### src/rtl/cache_pkg.sv
// rtl/cache_pkg.sv - shared FSM state type and address-split width helpers for set_assoc_cache
package cache_pkg;

    typedef enum logic [2:0] {
        IDLE,
        LOOKUP,
        FILL_REQ,
        FILL_WAIT,
        WRITE_MEM,
        RESPOND,
        RELEASE
    } state_t;

    function automatic int log2_bits(input int n);
        return (n > 1) ? $clog2(n) : 0;
    endfunction

    function automatic int offset_bits(input int words_per_line);
        return log2_bits(words_per_line);
    endfunction

    function automatic int index_bits(input int sets);
        return log2_bits(sets);
    endfunction

    function automatic int tag_bits(input int addr_bits, input int sets, input int words_per_line);
        return addr_bits - index_bits(sets) - offset_bits(words_per_line);
    endfunction

    // Width of a select/pointer field; never zero so it can always be declared
    function automatic int sel_width(input int n);
        return (n > 1) ? $clog2(n) : 1;
    endfunction

endpackage

### src/rtl/rr_arbiter.sv
// rtl/rr_arbiter.sv - round-robin arbiter, search starts one past the last grant
module rr_arbiter #(
    parameter  int N  = 4,
    localparam int IW = (N > 1) ? $clog2(N) : 1
) (
    input  logic          clk,
    input  logic          reset,
    input  logic [N-1:0]  req_i,
    input  logic          advance_i,
    output logic          grant_valid_o,
    output logic [IW-1:0] grant_idx_o
);

    logic [IW-1:0] last_q;
    logic [IW-1:0] cand;

    always_comb begin
        grant_valid_o = 1'b0;
        grant_idx_o   = last_q;
        cand          = last_q;
        for (int i = 1; i <= N; i++) begin
            cand = IW'((int'(last_q) + i) % N);
            if (!grant_valid_o && req_i[cand]) begin
                grant_valid_o = 1'b1;
                grant_idx_o   = cand;
            end
        end
    end

    always_ff @(posedge clk or posedge reset) begin
        if (reset) begin
            last_q <= IW'(N - 1);
        end else if (advance_i && grant_valid_o) begin
            last_q <= grant_idx_o;
        end
    end

endmodule

### src/rtl/set_assoc_cache.sv
// rtl/set_assoc_cache.sv - N-way set-associative write-through data cache shared by the LSU channels
module set_assoc_cache
    import cache_pkg::*;
#(
    parameter int ADDR_BITS      = 8,
    parameter int DATA_BITS      = 8,
    parameter int CHANNELS       = 4,
    parameter int SETS           = 8,
    parameter int WAYS           = 2,
    parameter int WORDS_PER_LINE = 2
) (
    input  logic                 clk,
    input  logic                 reset,
    input  logic                 lsu_read_valid    [CHANNELS],
    input  logic [ADDR_BITS-1:0] lsu_read_address  [CHANNELS],
    output logic                 lsu_read_ready    [CHANNELS],
    output logic [DATA_BITS-1:0] lsu_read_data     [CHANNELS],
    input  logic                 lsu_write_valid   [CHANNELS],
    input  logic [ADDR_BITS-1:0] lsu_write_address [CHANNELS],
    input  logic [DATA_BITS-1:0] lsu_write_data    [CHANNELS],
    output logic                 lsu_write_ready   [CHANNELS],
    output logic                 mem_read_valid,
    output logic [ADDR_BITS-1:0] mem_read_address,
    input  logic                 mem_read_ready,
    input  logic [DATA_BITS-1:0] mem_read_data,
    output logic                 mem_write_valid,
    output logic [ADDR_BITS-1:0] mem_write_address,
    output logic [DATA_BITS-1:0] mem_write_data,
    input  logic                 mem_write_ready,
    input  logic                 invalidate,
    output logic [15:0]          hit_count,
    output logic [15:0]          miss_count
);

    localparam int TAG_BITS = tag_bits(ADDR_BITS, SETS, WORDS_PER_LINE);
    localparam int OFF_W    = sel_width(WORDS_PER_LINE);
    localparam int IDX_W    = sel_width(SETS);
    localparam int WAY_W    = sel_width(WAYS);
    localparam int CH_W     = sel_width(CHANNELS);

    typedef struct packed {
        logic                                      valid;
        logic [TAG_BITS-1:0]                       tag;
        logic [WORDS_PER_LINE-1:0][DATA_BITS-1:0]  data;
    } cache_line_t;

    cache_line_t          lines_q [SETS][WAYS];
    logic [WAY_W-1:0]     rr_q    [SETS];
    state_t               state_q;
    logic [CH_W-1:0]      ch_q;
    logic                 op_write_q;
    logic [ADDR_BITS-1:0] addr_q;
    logic [DATA_BITS-1:0] wdata_q;
    logic [OFF_W-1:0]     fill_k_q;
    logic [WAY_W-1:0]     way_q;
    logic                 inval_pend_q;
    logic [15:0]          hit_cnt_q, miss_cnt_q;
    logic                 rd_ready_q [CHANNELS];
    logic [DATA_BITS-1:0] rd_data_q  [CHANNELS];
    logic                 wr_ready_q [CHANNELS];
    logic                 mem_rd_valid_q, mem_wr_valid_q;
    logic [ADDR_BITS-1:0] mem_rd_addr_q, mem_wr_addr_q;
    logic [DATA_BITS-1:0] mem_wr_data_q;

    logic [CHANNELS-1:0]  req_vec;
    logic                 grant_valid;
    logic [CH_W-1:0]      grant_idx;

    always_comb begin
        req_vec = '0;
        for (int c = 0; c < CHANNELS; c++) begin
            req_vec[c] = lsu_read_valid[c] | lsu_write_valid[c];
        end
    end

    rr_arbiter #(.N(CHANNELS)) u_arb (
        .clk           (clk),
        .reset         (reset),
        .req_i         (req_vec),
        .advance_i     (state_q == IDLE),
        .grant_valid_o (grant_valid),
        .grant_idx_o   (grant_idx)
    );

    logic [OFF_W-1:0]     req_off;
    logic [IDX_W-1:0]     req_idx;
    logic [TAG_BITS-1:0]  req_tag;
    logic [ADDR_BITS-1:0] fill_addr;

    assign req_off   = OFF_W'(int'(addr_q) % WORDS_PER_LINE);
    assign req_idx   = IDX_W'((int'(addr_q) / WORDS_PER_LINE) % SETS);
    assign req_tag   = TAG_BITS'(int'(addr_q) / (WORDS_PER_LINE * SETS));
    assign fill_addr = ADDR_BITS'((int'(addr_q) / WORDS_PER_LINE) * WORDS_PER_LINE + int'(fill_k_q));

    logic                 hit, victim_free;
    logic [WAY_W-1:0]     hit_way, victim_way;
    logic [DATA_BITS-1:0] hit_word;

    // Victim is the lowest invalid way; the set's rr pointer only breaks ties when the set is full
    always_comb begin
        hit         = 1'b0;
        hit_way     = '0;
        victim_free = 1'b0;
        victim_way  = rr_q[req_idx];
        for (int w = 0; w < WAYS; w++) begin
            if (!hit && lines_q[req_idx][w].valid && lines_q[req_idx][w].tag == req_tag) begin
                hit     = 1'b1;
                hit_way = WAY_W'(w);
            end
            if (!victim_free && !lines_q[req_idx][w].valid) begin
                victim_free = 1'b1;
                victim_way  = WAY_W'(w);
            end
        end
    end

    assign hit_word = lines_q[req_idx][hit_way].data[req_off];

    always_ff @(posedge clk or posedge reset) begin
        if (reset) begin
            for (int s = 0; s < SETS; s++) begin
                rr_q[s] <= '0;
                for (int w = 0; w < WAYS; w++) begin
                    lines_q[s][w] <= '0;
                end
            end
            for (int c = 0; c < CHANNELS; c++) begin
                rd_ready_q[c] <= 1'b0;
                rd_data_q[c]  <= '0;
                wr_ready_q[c] <= 1'b0;
            end
            state_q        <= IDLE;
            ch_q           <= '0;
            op_write_q     <= 1'b0;
            addr_q         <= '0;
            wdata_q        <= '0;
            fill_k_q       <= '0;
            way_q          <= '0;
            inval_pend_q   <= 1'b0;
            hit_cnt_q      <= '0;
            miss_cnt_q     <= '0;
            mem_rd_valid_q <= 1'b0;
            mem_rd_addr_q  <= '0;
            mem_wr_valid_q <= 1'b0;
            mem_wr_addr_q  <= '0;
            mem_wr_data_q  <= '0;
        end else begin
            if (invalidate && state_q != IDLE) begin
                inval_pend_q <= 1'b1;
            end
            case (state_q)
                IDLE: begin
                    if (invalidate || inval_pend_q) begin
                        inval_pend_q <= 1'b0;
                        for (int s = 0; s < SETS; s++) begin
                            rr_q[s] <= '0;
                            for (int w = 0; w < WAYS; w++) begin
                                lines_q[s][w].valid <= 1'b0;
                            end
                        end
                    end
                    if (grant_valid) begin
                        ch_q       <= grant_idx;
                        op_write_q <= !lsu_read_valid[grant_idx];
                        addr_q     <= lsu_read_valid[grant_idx] ? lsu_read_address[grant_idx]
                                                                : lsu_write_address[grant_idx];
                        wdata_q    <= lsu_write_data[grant_idx];
                        state_q    <= LOOKUP;
                    end
                end
                LOOKUP: begin
                    if (!op_write_q) begin
                        if (hit) begin
                            if (hit_cnt_q != 16'hFFFF) hit_cnt_q <= hit_cnt_q + 16'd1;
                            rd_ready_q[ch_q] <= 1'b1;
                            rd_data_q[ch_q]  <= hit_word;
                            state_q          <= RESPOND;
                        end else begin
                            if (miss_cnt_q != 16'hFFFF) miss_cnt_q <= miss_cnt_q + 16'd1;
                            if (!victim_free) begin
                                rr_q[req_idx] <= WAY_W'((int'(rr_q[req_idx]) + 1) % WAYS);
                            end
                            lines_q[req_idx][victim_way].valid <= 1'b0;
                            way_q    <= victim_way;
                            fill_k_q <= '0;
                            state_q  <= FILL_REQ;
                        end
                    end else begin
                        if (hit) begin
                            lines_q[req_idx][hit_way].data[req_off] <= wdata_q;
                        end
                        mem_wr_valid_q <= 1'b1;
                        mem_wr_addr_q  <= addr_q;
                        mem_wr_data_q  <= wdata_q;
                        state_q        <= WRITE_MEM;
                    end
                end
                FILL_REQ: begin
                    mem_rd_valid_q <= 1'b1;
                    mem_rd_addr_q  <= fill_addr;
                    state_q        <= FILL_WAIT;
                end
                FILL_WAIT: begin
                    if (mem_read_ready) begin
                        mem_rd_valid_q <= 1'b0;
                        lines_q[req_idx][way_q].data[fill_k_q] <= mem_read_data;
                        if (fill_k_q == OFF_W'(WORDS_PER_LINE - 1)) begin
                            lines_q[req_idx][way_q].tag   <= req_tag;
                            lines_q[req_idx][way_q].valid <= 1'b1;
                            rd_ready_q[ch_q] <= 1'b1;
                            rd_data_q[ch_q]  <= (fill_k_q == req_off) ? mem_read_data
                                                : lines_q[req_idx][way_q].data[req_off];
                            state_q          <= RESPOND;
                        end else begin
                            fill_k_q <= fill_k_q + OFF_W'(1);
                            state_q  <= FILL_REQ;
                        end
                    end
                end
                WRITE_MEM: begin
                    if (mem_write_ready) begin
                        mem_wr_valid_q   <= 1'b0;
                        wr_ready_q[ch_q] <= 1'b1;
                        state_q          <= RESPOND;
                    end
                end
                RESPOND: begin
                    for (int c = 0; c < CHANNELS; c++) begin
                        rd_ready_q[c] <= 1'b0;
                        rd_data_q[c]  <= '0;
                        wr_ready_q[c] <= 1'b0;
                    end
                    state_q <= RELEASE;
                end
                RELEASE: state_q <= IDLE;
                default: state_q <= IDLE;
            endcase
        end
    end

    assign lsu_read_ready    = rd_ready_q;
    assign lsu_read_data     = rd_data_q;
    assign lsu_write_ready   = wr_ready_q;
    assign mem_read_valid    = mem_rd_valid_q;
    assign mem_read_address  = mem_rd_addr_q;
    assign mem_write_valid   = mem_wr_valid_q;
    assign mem_write_address = mem_wr_addr_q;
    assign mem_write_data    = mem_wr_data_q;
    assign hit_count         = hit_cnt_q;
    assign miss_count        = miss_cnt_q;

endmodule

### config.mk
export PLATFORM = sky130hd
export DESIGN_NAME = set_assoc_cache
export DESIGN_NICKNAME = d
export VERILOG_FILES = /design/src/rtl/cache_pkg.sv /design/src/rtl/rr_arbiter.sv /design/src/rtl/set_assoc_cache.sv
export SDC_FILE = /design/constraint.sdc
export NUM_CORES = 1
export LEC_CHECK = 0
export BUFFER_PORTS_ARGS = -buffer_cell sky130_fd_sc_hd__buf_2
export CORE_MARGIN = 2
export CORE_UTILIZATION = 35
export CTS_BUF_LIST = sky130_fd_sc_hd__clkbuf_16
export DETAILED_ROUTE_END_ITERATION = 10
export GPL_TIMING_DRIVEN = 0
export SETUP_SLACK_MARGIN = 0.1
export SYNTH_ARGS = -nofsm -noshare
export SYNTH_HDL_FRONTEND = slang
export SYNTH_HIERARCHICAL = 1
export SYNTH_SLANG_ARGS = --single-unit
### constraint.sdc
create_clock -name clk -period 21 [get_ports clk]
set_input_delay 2.1 -clock clk [delete_from_list [all_inputs] [get_ports clk]]
set_output_delay 2.1 -clock clk [all_outputs]
set_load 0.05 [all_outputs]
== Word level (Yosys, flattened, before mapping) ==
Cells that the tools add are included.

* Add/sub/neg operators: 9
* $mul: 0
* Divide/modulo/power cells: 0
* Order comparisons: 19
* Equality and inequality tests: 22
* Shift operators: 0
* Multiplexer cells: 166
* Bitwise gates (word level): 14
* Reduce and logical (&&, ||, !) cells: 46

{| class="wikitable"
|+ Operator list
! operator !! count
|-
| bitwise mux 336 bit || 5
|-
| two-way mux 336 bit || 5
|-
| one-hot mux 20 bit (2 select lines) || 16
|-
| demux 42 bit (select 3 bit) || 5
|-
| two-way mux 42 bit || 7
|-
| two-way mux 8 bit || 19
|-
| two-way mux 16 bit || 8
|-
| two-way mux 32 bit || 4
|-
| binary-select mux 42 bit (select 3 bit) || 1
|-
| demux 21 bit (select 1 bit) || 5
|-
| one-hot mux 32 bit (3 select lines) || 1
|-
| bitwise mux 32 bit || 2
|-
| binary-select mux 8 bit (select 2 bit) || 3
|-
| one-hot mux 1 bit (3 select lines) || 16
|-
| two-way mux 21 bit || 2
|-
| adder 16 x 1 -> 16 bit (second input constant) || 2
|-
| two-way mux 1 bit || 32
|-
| != test 16 bit (second input constant) || 2
|-
| two-way mux 20 bit || 1
|-
| two-way mux 4 bit || 5
|-
| != test 2 bit (second input constant) || 10
|-
| two-way mux 3 bit || 6
|-
| one-hot mux 3 bit (6 select lines) || 1
|-
| demux 8 bit (select 1 bit) || 2
|-
| other kinds (46) || 116
|}

* Bits in registers: 469
* Bits in latches: 0
* Memory bits (writable): 0
* Memory bits (read-only): 0
* Input bits: 117
* Output and inout port bits: 98
* Word-level logic and storage cells: 376
* Memories kept: 0

== Longest topological paths before layout ==
* Word-level depth: 22
* Gate-level depth with buffers: 15
* Depth with buffers taken out: 8

== Cells and area by module ==
The synthesis kept the hierarchy.

{| class="wikitable"
|+ By module, submodules not included
! module !! instances !! cells an instance !! area each (µm²) !! seq. area each (µm²)
|-
| set_assoc_cache || 1 || 1851 || 23089.6 || 11686.2
|-
| rr_arbiter || 1 || 23 || 203.9 || 52.6
|}

== Worst setup path before layout ==
No wires, ideal clock.

* Kind: input port to flip-flop
* Start: input lsu_read_valid[0] (netlist name)
* End: register addr_q[0]
* Library setup time: 0.137 ns
* Data arrival time: 4.682 ns
* Data required time: 20.863 ns
* Setup slack: 16.181 ns
* Stages: 11
* Buffers on the path: 3
* Cell sequence: or2_2 and2b_1 nor3b_2 o32ai_1 clkbuf_1 mux4_2 clkbuf_1 buf_1 mux4_2 mux2i_1 a21oi_1

* Word-level cells in the longest chain between the ends: 18
* Elaborated cells on any way between the ends: 35
* Those cells by class: mux: 26; bitwise: 2; reduce/logical: 7

{| class="wikitable"
|+ RTL lines
! element !! RTL line !! source
|-
| start, declared || set_assoc_cache.sv:14 || <nowiki>input logic lsu_read_valid [CHANNELS],</nowiki>
|-
| OR 1 bit (*) || set_assoc_cache.sv:72 || <nowiki>req_vec[c] = lsu_read_valid[c] | lsu_write_valid[c];</nowiki>
|-
| binary-select mux 1 bit (select 2 bit) || rr_arbiter.sv:23 || <nowiki>if (!grant_valid_o && req_i[cand]) begin</nowiki>
|-
| two-way mux 1 bit (implied by the code) || rr_arbiter.sv:23 ||
|-
| two-way mux 1 bit || rr_arbiter.sv:23 ||
|-
| zero test 1 bit || rr_arbiter.sv:23 ||
|-
| logical AND 1 bit || rr_arbiter.sv:23 ||
|-
| two-way mux 1 bit || rr_arbiter.sv:23 ||
|-
| zero test 1 bit || rr_arbiter.sv:23 ||
|-
| [2 not listed] || n/a ||
|-
| zero test 1 bit || rr_arbiter.sv:23 ||
|-
| logical AND 1 bit || rr_arbiter.sv:23 ||
|-
| two-way mux 2 bit (*) || rr_arbiter.sv:23 ||
|-
| via grant_idx[0] || set_assoc_cache.sv:67 || <nowiki>logic [CH_W-1:0] grant_idx;</nowiki>
|-
| inverter 2 -> 3 bit (implied by the code) (*) || set_assoc_cache.sv:165, set_assoc_cache.sv:166 ||
|-
| binary-select mux 8 bit (select 2 bit), or another cell as far along || set_assoc_cache.sv:166 || <nowiki>: lsu_write_address[grant_idx];</nowiki>
|-
| two-way mux 8 bit (implied by the code), or another cell as far along (2 in series) || set_assoc_cache.sv:166 ||
|-
| two-way mux 8 bit (*) || set_assoc_cache.sv:165 || <nowiki>addr_q <= lsu_read_valid[grant_idx] ? lsu_read_address[grant_idx]</nowiki>
|-
| end signal, assigned || set_assoc_cache.sv:165 ||
|-
| end, declared || set_assoc_cache.sv:52 || <nowiki>logic [ADDR_BITS-1:0] addr_q;</nowiki>
|}

The timed path passes the listed nets; every way through them passes the cells marked *. The select of a mux whose other input is x is not followed.
A chain may end at the register's enable or synchronous reset.

== Final worst setup path ==
* Start: register addr_q[1]
* End: register lines_q[7] (netlist name)

* Word-level cells in the longest chain between the ends: 22
* Elaborated cells on any way between the ends: 55
* Those cells by class: order compare: 4; eq/ne: 4; mux: 35; bitwise: 3; reduce/logical: 9

{| class="wikitable"
|+ RTL lines
! element !! RTL line !! source
|-
| inverter 3 -> 4 bit (implied by the code) (*) || n/a ||
|-
| binary-select mux 42 bit (select 3 bit) || set_assoc_cache.sv:106, set_assoc_cache.sv:110 ||
|-
| two-way mux 42 bit (2 in series) || n/a ||
|-
| equality test 4 bit || set_assoc_cache.sv:106 || <nowiki>if (!hit && lines_q[req_idx][w].valid && lines_q[req_idx][w].tag == req_tag) begin</nowiki>
|-
| logical AND 1 bit || set_assoc_cache.sv:106 ||
|-
| two-way mux 1 bit || set_assoc_cache.sv:106 ||
|-
| zero test 1 bit || set_assoc_cache.sv:106 ||
|-
| logical AND 1 bit (2 in series) || set_assoc_cache.sv:106 ||
|-
| [4 not listed] || n/a ||
|-
| two-way mux 16 bit (implied by the code) || set_assoc_cache.sv:190 || <nowiki>lines_q[req_idx][hit_way].data[req_off] <= wdata_q;</nowiki>
|-
| demux 21 bit (select 1 bit) || set_assoc_cache.sv:190 ||
|-
| two-way mux 42 bit (implied by the code) || set_assoc_cache.sv:190 ||
|-
| demux 42 bit (select 3 bit) || set_assoc_cache.sv:190 ||
|-
| bitwise mux 336 bit || set_assoc_cache.sv:190 ||
|-
| two-way mux 336 bit || set_assoc_cache.sv:189 || <nowiki>if (hit) begin</nowiki>
|-
| two-way mux 336 bit || set_assoc_cache.sv:172 || <nowiki>if (!op_write_q) begin</nowiki>
|-
| one-hot mux 20 bit (2 select lines) || set_assoc_cache.sv:151 || <nowiki>case (state_q)</nowiki>
|-
| end, declared || set_assoc_cache.sv:47 || <nowiki>cache_line_t lines_q [SETS][WAYS];</nowiki>
|}

Mark *: on every way between the ends. The rest lies on a longest branch, timed or not. The select of a mux whose other input is x is not followed.

==> summary.md <==
| Metric | Value |
|---|---|
| Status | complete, no violations |
| Full die area | approximately 70000 sq um |
| Core footprint | 65900 sq um |
| Placed Instances | just under 3000 |
| Worst setup EP type | register |
| Routed wire length | between 80000 and 90000 um |
| H-Tree Depth | 2 |
| Global-route wire length before repair | around 120000 um |
| Critical R2R Launch | addr_q[1]$_DFFE_PP0P_ |
| Pin count of the biggest net entering global routing | approximately 130 |
| IO Pins | about 220 |
| FF+latch count, synth | between 400 and 500 |
| Post-cts resize count | 0 |
| Top post-synthesis cells by count | 467 x dfrtp_1, 258 x mux2_2, 147 x a22o_1 |
| Diodes inserted | 0 |
| Fin cells | 3049 |
| Syn avg cell area | approximately 12 sq um |
| Rel. slew slack | 0.0561 |
| Synth Instances | between 1500 and 2000 |
| Util after Layout | 0.413 |
| Vias/cell | approximately 6.0 |
| Vias | around 18000 |
| RSZ-0062 raised after global routing | false |
| Vias in the first global route | between 15000 and 20000 |
| Layout area overhead | 16.8% |
| Number of fill cells | approximately 6200 |
| Worst Path Arrival | ~7400 ps |
| Synth area leader | dfrtp_1 |
| DR DRC count | 0 |
| Buffers on Ports | between 200 and 250 |
| Top delay family on crit path | buffers and inverters |
| Final ANT Viol Nets | 0 |
| Register area share after synthesis | 0.504 |
| Hold slack | just under 500 ps |
| Row count | 94 |
| CTS tree | built |
| Simple-gate share of the synthesized area | 0.0916 |
| DRT iter0 DRCs | between 1500 and 2000 |
| WP data required | around 21000 ps |
| Max Fclk | 145 MHz |
| Synth top area cells | dfrtp_1 50%, mux2_2 12%, mux4_2 6.3% |
| Ys async rst share | 1.00 |
| Worst R2R Path Depth | 11 |
| Synth Area in Adders | 0.00107 |
| Hold Path Class | register to register |
| Largest family of logic cells by synthesized area | multiplexers |
| Overflow after GRT | 0 |
| Worst IR Drop VDD | roughly 0.061 mV |
| Pwr Total | 3910 uW |
| R2R Path End | lines_q[7]$_DFFE_PP0P_ |
| Post-CTS Setup Bufs | 0 |
| Initial Util | 0.354 |
| EDFF count, synth | 0 |
| Hold Path End | miss_count[10]$_DFFE_PP0P_ |
| Num CTS Buffers | between 40 and 50 |
| Buf+Inv Stages, Crit Path | 7 |
| Clk slew on worst S/H paths | ~60 ps |
| R2R setup slack | roughly 14000 ps |
| Clock tree buffer depth | 3 |
| Tcrit/Tclk final | 0.329 |
| Syn nets | ~2000 |
| Die extent in y | 262 um |
| Clk_skew | ~16 ps |
| Slowest-stage cell, CP | nor2_1 |
| Fraction of layout cells with a size suffix above 1 | 0.310 |
| P_leak | ~0.012 uW |
| Root buffer cell | clkbuf_16 |
| Worst-margin pin slew | ~1400 ps |
| Crit path max fanout | 10 |
| Post-synthesis compound-gate area fraction | 0.158 |
| Cell Pwr Density | approximately 140 nW/um^2 |
| Hold buffer count at CTS | 0 |
| Synthesized area | 23300 sq um |
| DIE WIDTH | around 260 um |
| Clock latency on the worst-skew pair | 590 ps |
| Hold path startpoint | miss_count[10]$_DFFE_PP0P_ |
| TNS Setup | 0 ps |
| Syn. warnings | 6 |
| Synth Area in XOR/XNOR | 0.0135 |
| Worst path most repeated cell | buf_2 |
| Max-cap check violation count | 0 |
| Pins Over Slew Limit | 0 |
| Hold Path Stages | 1 |
| Mux share of post-synthesis cell area | 0.208 |
| Nets@finish | between 2000 and 2500 |
| Final setup viols | 0 |
| Most frequent cell after synthesis | dfrtp_1 |
| Hold Vio Cnt, Final | 0 |
| Overall routing resource usage | 0.234 |
| CP Class | register to register |
| Wirelength per Cell | roughly 27 um |
| Crit path cell chain | buf_2 -> buf_2 -> buf_2 -> buf_2 -> buf_1 -> clkbuf_1 -> clkbuf_1 -> nand3_1 -> nor2_1 -> o21ai_1 -> a22o_1 |
| Tmin final | ~7000 ps |
| Post-synth top area share | 0.502 |
| Final GP Congestion | between 0.9 and 1 |
| Number of antenna violations at the first check in global routing | 0 |
| Netlist cell types | a little over 80 |
| Ys flop type | dfrtp_1 |
| TritonRoute pass-1 iters | 6 |
| Crit start category | register |
| Clock sink count | between 400 and 500 |
| HPWL Detailed | between 50000 and 60000 um |
| Worst path max stage delay | roughly 1100 ps |
[where the power goes]
part           internal, uW  switching [uW]
logic                   577            1160
clock network           515             378
registers              1120             162
total                  2210            1700
[logic make-up (layout without fill, tap and decap cells)]
kind of cell,count (synthesis),in the layout
AO/OA/AOI/OAI,479,479
flip-flops,469,469
AND/OR/NAND/NOR,382,382
multiplexers,370,370
buffers and inverters,136,447
XOR/XNOR,36,36
adder cells (fa/ha/maj),2,2
[how the worst max path moves through the flow]
| stage | from | to | slack (ps) | depth (start not counted) |
|---|---|---|---|---|
| 2_1_floorplan | reset | addr_q[0]$_DFFE_PP0P_ | 5880 | 1 |
| 3_3_place_gp | reset | lines_q[118]$_DFFE_PP0P_ | 1330 | 2 |
| 3_5_place_dp | addr_q[1]$_DFFE_PP0P_ | lines_q[7]$_DFFE_PP0P_ | 14350 | 11 |
| 4_1_cts | addr_q[1]$_DFFE_PP0P_ | lines_q[7]$_DFFE_PP0P_ | 14320 | 11 |
| 5_1_grt | addr_q[1]$_DFFE_PP0P_ | lines_q[7]$_DFFE_PP0P_ | 14200 | 11 |
| 6_report | addr_q[1]$_DFFE_PP0P_ | lines_q[7]$_DFFE_PP0P_ | 14090 | 11 |
[per-layer routing]
metal	GRT usage	part of all wire	vias to the layer above
met4	0.0929	0.039	0
met1	0.329	0.43	9627
met2	0.359	0.46	906
li1	-	-	7723
met3	0.0421	0.078	189
met5	0.00139	0	-
[cells in the final DEF, fill, tap and decap left out, types with 19 or more instances in the layout]
cell type  Yosys  final
a21oi_1       61     61
mux2i_1       46     46
clkbuf_16      0     51
xnor2_1       19     19
nor3_1        30     30
a22o_1       147    147
mux4_2        65     65
buf_2         16    230
clkbuf_1      83     83
and3_1        25     25
o211ai_1      29     29
a221oi_1      27     27
mux2_2       258    258
nor2_1        89     89
nand2_1      120    120
inv_1         14     20
dfrtp_1      467    467
o21ai_0       53     53
a221o_1       20     20
[state kept, by name (all words and copies together), names as in the netlist, 2 cells and up]
register,count
miss_count,16
lsu_write_ready,4
u_arb/last_q,2
ch_q,2
wdata_q,8
addr_q,8
lsu_read_ready,4
state_q,3
rr_q,8
mem_write_address,8
lsu_read_data,32
hit_count,16
mem_write_data,8
lines_q,336
mem_read_address,8
[stage by stage]
step | setup WS [ps] | instance area [sq um]
floorplan | 5880 | 23300
global placement | 1330 | 25400
detailed placement | 14350 | 25600
CTS | 14320 | 27200
global route | 14200 | 27200
finish | 14090 | 27200
[worst reg2reg max path, delay by kind of cell (launching register included)]
family                 cells  cell delay (ps)
AND/OR/NAND/NOR            2             1500
flip-flops                 1              380
AO/OA/AOI/OAI              2             1170
buffers and inverters      7             3740
[area by class of cell]
class / instances / area (sq um) / area share
plain buffers: 119 / 493 / 0.0181
repair buffers: 219 / 1190 / 0.0438
clock buffers: 51 / 1280 / 0.0469
inverters: 17 / 71.3 / 0.00262
multi-input cells: 1269 / 11000 / 0.404
well taps: 864 / 1080 / 0.0397
clock inverters: 41 / 352 / 0.0129
flip-flops and latches: 469 / 11700 / 0.431
(Power assumes the default switching activity.)
